File: src/rtl/mux41_select_arbiter.sv
// Round-robin 4:1 mux-select arbiter; optional grant timeout via `ifdef ARB_TIMEOUT_EN.
// Latency: one cycle req->valid, one bubble after each grant; grant held until ack (or timeout).
module mux41_select_arbiter #(
    parameter int SEL_W          = 2,
    parameter int N_CH           = 4,
    parameter int TIMEOUT_CYCLES = 15
) (
    input  logic             clk,
    input  logic             rst_n,
    input  logic [N_CH-1:0]  req,
    input  logic             ack,
    output logic [SEL_W-1:0] select,
    output logic [N_CH-1:0]  grant,
    output logic             valid,
    output logic             timeout
);

    localparam logic [0:0] IDLE  = 1'b0;
    localparam logic [0:0] GRANT = 1'b1;

    if (N_CH != (2 ** SEL_W) || TIMEOUT_CYCLES < 1) begin : g_cfg_check
        $error("mux41_select_arbiter: N_CH must be 2**SEL_W and TIMEOUT_CYCLES >= 1");
    end

    logic [0:0]       state_q, state_d;
    logic [SEL_W-1:0] ptr_q, ptr_d;
    logic [SEL_W-1:0] select_q, select_d;
    logic [N_CH-1:0]  grant_q, grant_d;
    logic             valid_q, valid_d;
    logic [SEL_W-1:0] pick;
    logic [SEL_W-1:0] idx;

    // Walk offsets from the far end so the nearest set bit to ptr wins.
    always_comb begin
        pick = ptr_q;
        idx  = ptr_q;
        for (int i = N_CH - 1; i >= 0; i--) begin
            idx = ptr_q + SEL_W'(i);
            if (req[idx]) pick = idx;
        end
    end

`ifdef ARB_TIMEOUT_EN
    localparam int CNT_W = $clog2(TIMEOUT_CYCLES + 1);
    logic [CNT_W-1:0] cnt_q, cnt_d;
    logic             timeout_q, timeout_d;
`endif

    always_comb begin
        state_d  = state_q;
        ptr_d    = ptr_q;
        select_d = select_q;
        grant_d  = grant_q;
        valid_d  = valid_q;
`ifdef ARB_TIMEOUT_EN
        cnt_d     = cnt_q;
        timeout_d = 1'b0;
`endif
        case (state_q)
            IDLE: begin
                if (|req) begin
                    select_d    = pick;
                    grant_d     = '0;
                    grant_d[pick] = 1'b1;
                    valid_d     = 1'b1;
                    state_d     = GRANT;
`ifdef ARB_TIMEOUT_EN
                    cnt_d       = '0;
`endif
                end
            end
            default: begin
                if (ack) begin
                    valid_d = 1'b0;
                    grant_d = '0;
                    ptr_d   = select_q + SEL_W'(1);
                    state_d = IDLE;
                end
`ifdef ARB_TIMEOUT_EN
                // Ack on the expiry cycle takes the branch above: normal completion.
                else if (cnt_q == CNT_W'(TIMEOUT_CYCLES - 1)) begin
                    valid_d   = 1'b0;
                    grant_d   = '0;
                    ptr_d     = select_q + SEL_W'(1);
                    state_d   = IDLE;
                    timeout_d = 1'b1;
                end else begin
                    cnt_d = cnt_q + CNT_W'(1);
                end
`endif
            end
        endcase
    end

    always_ff @(posedge clk or negedge rst_n) begin
        if (!rst_n) begin
            state_q  <= IDLE;
            ptr_q    <= '0;
            select_q <= '0;
            grant_q  <= '0;
            valid_q  <= 1'b0;
        end else begin
            state_q  <= state_d;
            ptr_q    <= ptr_d;
            select_q <= select_d;
            grant_q  <= grant_d;
            valid_q  <= valid_d;
        end
    end

`ifdef ARB_TIMEOUT_EN
    always_ff @(posedge clk or negedge rst_n) begin
        if (!rst_n) begin
            cnt_q     <= '0;
            timeout_q <= 1'b0;
        end else begin
            cnt_q     <= cnt_d;
            timeout_q <= timeout_d;
        end
    end
    assign timeout = timeout_q;
`else
    assign timeout = 1'b0;
`endif

    assign select = select_q;
    assign grant  = grant_q;
    assign valid  = valid_q;

endmodule

File: config.mk
export PLATFORM = sky130hd
export DESIGN_NAME = mux41_select_arbiter
export DESIGN_NICKNAME = d
export VERILOG_FILES = /design/src/rtl/mux41_select_arbiter.sv
export SDC_FILE = /design/constraint.sdc
export NUM_CORES = 1
export LEC_CHECK = 0
export ABC_AREA = 0
export CAP_MARGIN = 0
export CORE_UTILIZATION = 40
export CTS_CLUSTER_DIAMETER = 50
export DETAILED_ROUTE_END_ITERATION = 12
export HOLD_SLACK_MARGIN = 0.06
export PLACE_DENSITY = 0.72
export SETUP_SLACK_MARGIN = 0.02
export SYNTH_ARGS = -nofsm -noshare
export SYNTH_HDL_FRONTEND = slang
export SYNTH_SLANG_ARGS = --single-unit
File: constraint.sdc
create_clock -name clk -period 1.4 [get_ports clk]
set_clock_uncertainty 0.15 [all_clocks]
set_input_delay 0.42 -clock clk [delete_from_list [all_inputs] [get_ports clk]]
set_output_delay 0.42 -clock clk [all_outputs]
set_load 0.02 [all_outputs]
**Yosys cells after proc, flatten, opt, wreduce, memory -nomap -nowiden**

Index checks and enable logic that the tools add are counted.

- Add/subtract/negate cells: 4
- Order comparisons: 6
- Eq/ne operators: 1
- Muxes and demuxes: 23
- Bitwise gates (word level): 1
- Reduce and logical (&&, ||, !) cells: 6

Operators with widths:

| operator | number |
|---|---|
| < comparator 2 x 3 -> 1 bit, second input constant | 5 |
| two-way mux 4 bit | 3 |
| two-way mux 1 bit | 11 |
| binary-select mux 1 bit (select 2 bit) | 4 |
| two-way mux 2 bit | 4 |
| AND reduction 2 bit | 3 |
| adder 2 x 1 -> 2 bit, second input constant | 2 |
| adder 2 bit, second input constant | 2 |
| OR reduction 4 bit | 1 |
| demux 1 bit (select 2 bit) | 1 |
| >= comparator 2 x 1 -> 1 bit, second input constant | 1 |
| inequality test 2 bit, second input constant | 1 |
| nonzero test 2 bit | 1 |
| logical AND 1 bit | 1 |
| NOT 1 bit | 1 |

- Register bits: 10
- Input port bits: 7
- Output and inout port bits: 8

**Longest topological paths before layout**

- Depth in word-level cells: 13
- Depth in mapped cells: 5
- Mapped depth without buffers: 4

**Worst setup path after synthesis**

OpenSTA, ideal clock, no wires.

- Path kind: input-to-reg
- From: input req[3]
- To: register grant_q[1], in the netlist grant[1]
- Library setup time: 0.122 ns
- Arrival: 1.219 ns
- Data required time: 1.128 ns
- Slack: -0.091 ns
- Cell stages on the path: 5
- Path buffers: 1
- Path through: nor4_2 or2_1 buf_6 nor3_2 a32o_1

- Longest elaborated chain between the ends: 12

Ends and longest elaborated chain:

| element | RTL line | RTL |
|---|---|---|
| start, declared | 10 | `input logic [N_CH-1:0] req,` |
| binary-select mux 1 bit (select 2 bit) | 39 | `if (req[idx]) pick = idx;` |
| two-way mux 1 bit (implied by the code) | 39 |  |
| two-way mux 2 bit (4 in series) | 39 |  |
| < comparator 2 x 3 -> 1 bit (implied by the code) / >= comparator 2 x 1 -> 1 bit (equally long branches) | 64 | `grant_d[pick] = 1'b1;` |
| logical AND 1 bit (implied by the code) | 64 |  |
| two-way mux 1 bit (implied by the code) | 64 |  |
| demux 1 bit (select 2 bit) | 64 |  |
| two-way mux 4 bit | 61 | `if (\|req) begin` |
| two-way mux 4 bit | 59 | `case (state_q)` |
| end signal, assigned | 106 | `grant_q <= grant_d;` |
| end, declared | 28 | `logic [N_CH-1:0] grant_q, grant_d;` |

Several ways; a longest one is shown, not always the timed one. The select of a mux whose other input is x is not followed.
A chain may end at the register's enable or synchronous reset.

**Worst setup path after layout**

- From: register ptr_q[0]
- To: register select_q[0], in the netlist select[0]

- Longest elaborated chain between the ends: 7

Ends and longest elaborated chain:

| element | RTL line | RTL |
|---|---|---|
| start, declared | 26 | `logic [SEL_W-1:0] ptr_q, ptr_d;` |
| start signal, assigned | 104 | `ptr_q <= ptr_d;` |
| adder 2 bit | 38 | `idx = ptr_q + SEL_W'(i);` |
| binary-select mux 1 bit (select 2 bit) | 39 |  |
| two-way mux 1 bit (implied by the code) | 39 |  |
| two-way mux 2 bit (3 in series) | 39 |  |
| two-way mux 2 bit * | 39 |  |
| end signal, assigned | 105 | `select_q <= select_d;` |
| end, declared | 27 | `logic [SEL_W-1:0] select_q, select_d;` |

Mark *: on every way between the ends. The rest lies on a longest branch, timed or not. The select of a mux whose other input is x is not followed.

==> results.yml <==
status:
  status: "finished with violations"
  failed_checks: "negative setup slack"
routing:
  routed_wl_um: 1230
  dr.pass1.iters: 4
  wl_per_cell_um: 13.8
  vias_per_cell: 4.97
  drc_errors: 0
  drt_iter0_markers: 5
  drtAntennaViolNets: 0
  vias: 442
floorplan:
  coreArea_sq_um: 1170
  rows: 12
  initial_core_util_pct: 45.0
  ios: 15
  fp.dieH_um: 38.3
  dieArea_sq_um: 1470
  die_x_um: 38.3
setup_path:
  path_class: "flip-flop to flip-flop"
  crit_cells: 4
  required_ns: 1.40
  cp_max_fo: 5
  startpoint: "ptr_q[0]"
  worst_setup_path_start_kind: "flip-flop"
  critPathCaptureType: "flip-flop"
  r2r-end: "select[0]"
  regToRegSetupSlack_ns: -0.11
  crit_family: "flip-flops"
  rr_worst_depth: 4
  worstSetupEndpoint: "select[0]"
  max_stage_delay_ns: 0.41
  r2r_start: "ptr_q[0]"
  path_cells: "and2b_4 -> a21oi_2 -> o211a_4 -> mux2_4"
  cp_num_buf_inv: 0
  cpMaxStageDelayCell: "dfrtp_1"
  arrival_ns: 1.51
clock_tree:
  cts_tree: "done"
  cts_root_buf: "clkbuf_4"
  clock_latency_ns: 0.27
  clock-sinks: 10
  postCtsHoldBufs: 0
  clockBufferDepth: 2
  htree_levels: 1
  cts_buffers: 3
  path_clk_slew_ns: 0.06
finish:
  nFillCells: 100
  register_area_sq_um: 250
  stdcell_count: 89
  drive_gt1_share_pct: 56.0
  fin_area_sq_um: 825
  final_nets: 84
  multiInputGateArea_sq_um: 315
  antenna_cells: 0
  area_growth_syn_to_layout_pct: 56.5
power_and_ir_drop:
  p_leak_uw: 0.000384
  switching_share_pct: 35.2
  powerDensity_nw_per_um2: 1680
  clkPwrFrac_pct: 14.3
  p_switching_uw: 487
  combPwrFrac_pct: 52.6
  power_frac_seq_pct: 33.1
  irDropWorstVdd_v: 0.00109
  p_int_uw: 895
global_routing:
  grt_pass1_vias: 421
  grt_max_degree: 11
  track_usage_pct: 19.5
  grt_remaining_overflow: 0
  antenna_found_initial: 0
  grt_pass1_wl_um: 1840
logic_synthesis:
  synthCells: 49
  ys.flop_type: "dfrtp_1"
  yosysWarningCount: 0
  synth_cell_type_count: 29
  synth_edf_count: 0
  synth_seq_cells: 10
  syn_avg_cell_area_sq_um: 10.8
  syn_area_sq_um: 527
  synth_area_leader_cell: "dfrtp_1"
  synthArstFlopShare_pct: 100
  yosysTopAreaCellShare_pct: 47.5
  synth_area_leaders: "dfrtp_1 48%, nor4_2 4.8%, mux2_2 4.3%, nand2_1 3.6%, o21ai_0 2.9%"
  syn_nets: 56
  seq_area_frac_synth_pct: 47.5
timing:
  final_hold_viol_count: 0
  report.final.slew_viol_count: 0
  layout_worst_path_cycle_share_pct: 108
  min_period_ns: 1.51
  fmax_mhz: 664
  grt_setup_unrepaired: "true"
  setup_tns_ns: -0.438
  layout_setup_ws_ns: -0.106
  finalSetupViolations: 6
placement:
  placed_area_sq_um: 743
  hpwlAfterDp_um: 827
  port_buffers: 13
  dp_cells: 84
  place.gp.congestion: 0.703
worst_hold_path:
  hold_class: "input pin to async pin"
run:
  drv_cap: 0
registers in the layout, summed over array words and instances (netlist names):
signal   count
grant        4
ptr_q        2
select       2
state_q      1
valid        1
repair_timing:
| action | in CTS | in global routing |
|---|---|---|
| resized for setup | 57 | 11 |
| endpoints found under the setup margin | 15 | 15 |
| pin swaps | 3 | 1 |
| buffers inserted | 1 | 1 |
worst register-to-register path: cells and delay by family, from the launching register on:
kind,cells,cell delay [ns]
AOI/OAI and AO/OA,2,0.30
DFF,1,0.41
muxes,1,0.26
and+or+nand+nor,1,0.28
logic make-up (layout without fill, tap and decap cells):
| family | Yosys count | after routing | share of synthesized area [%] |
|---|---|---|---|
| other | 1 | 1 | 0.712 |
| multiplexers | 3 | 3 | 6.18 |
| XOR/XNOR | 1 | 1 | 1.66 |
| buffers and inverters | 3 | 29 | 4.28 |
| AO/OA/AOI/OAI | 12 | 12 | 16.2 |
| AND/OR/NAND/NOR | 19 | 19 | 23.5 |
| flip-flops | 10 | 10 | 47.5 |
cells in the final DEF (no fill, tap or decap), types with 2 or more instances in the layout:
cell type         n
buf_4            12
dfrtp_1          10
buf_6             7
nand2_1           4
clkbuf_4          3
nor4_4            2
o21ai_0           2
or2_4             2
nor3_2            2
mux2_4            2
clkdlybuf4s50_1   2
buf_2             2
Yosys cell counts (2+ instances only):
cell type,count
a21oi_1,2
dfrtp_1,10
mux2_2,2
nand2_1,5
nor2_1,2
nor4_2,2
o21ai_0,3
or2_1,2
per-stage QoR:
stage | setup slack, ns | total power, uW | utilization (%) | hold slack [ns]
finish | -0.106 | 1380 | 70.4 | 0.288
global route | -0.136 | 1460 | 70.4 | 0.300
CTS | -0.123 | 1300 | 67.5 | 0.281
detailed placement | -0.720 | 1070 | 63.5 | 0.316
global placement | -0.732 | 1060 | 63.5 | 0.314
floorplan | -0.0623 | 764 | - | -0.0256
area by class of cell:
type                            count  share of cell area, %
Timing Repair Buffer               25                   26.1
Clock buffer                        3                   2.73
Multi-Input combinational cell     36                   38.2
Sequential cell                    10                   30.3
Tap cell                           14                   2.12
Inverter                            1                  0.455
layer usage:
metal / wire, um / global-route usage [%] / up-vias
met1: 581 / 26.0 / 200
li1: - / - / 227
met3: 48 / 5.23 / 4
met2: 571 / 27.1 / 11
met5: 0 / 0 / -
met4: 23 / 13.4 / 0
how the worst min path moves through the flow:
stage	endpoint	depth (start not counted)	from
final	grant[3]	2	rst_n
after global routing	grant[3]	2	rst_n
after floorplan	grant[0]	0	rst_n
after global placement	valid	2	valid
after CTS	state_q	2	rst_n
after detailed placement	valid	2	valid
power groups by stage:
stage,clock [uW],combinational [uW],sequential [uW]
after floorplan,0,225,538
after global placement,0,614,446
after detailed placement,0,622,445
after CTS,209,640,454
after global routing,212,781,467
final,197,726,458
Note: power is estimated with default switching activity, not from simulation.
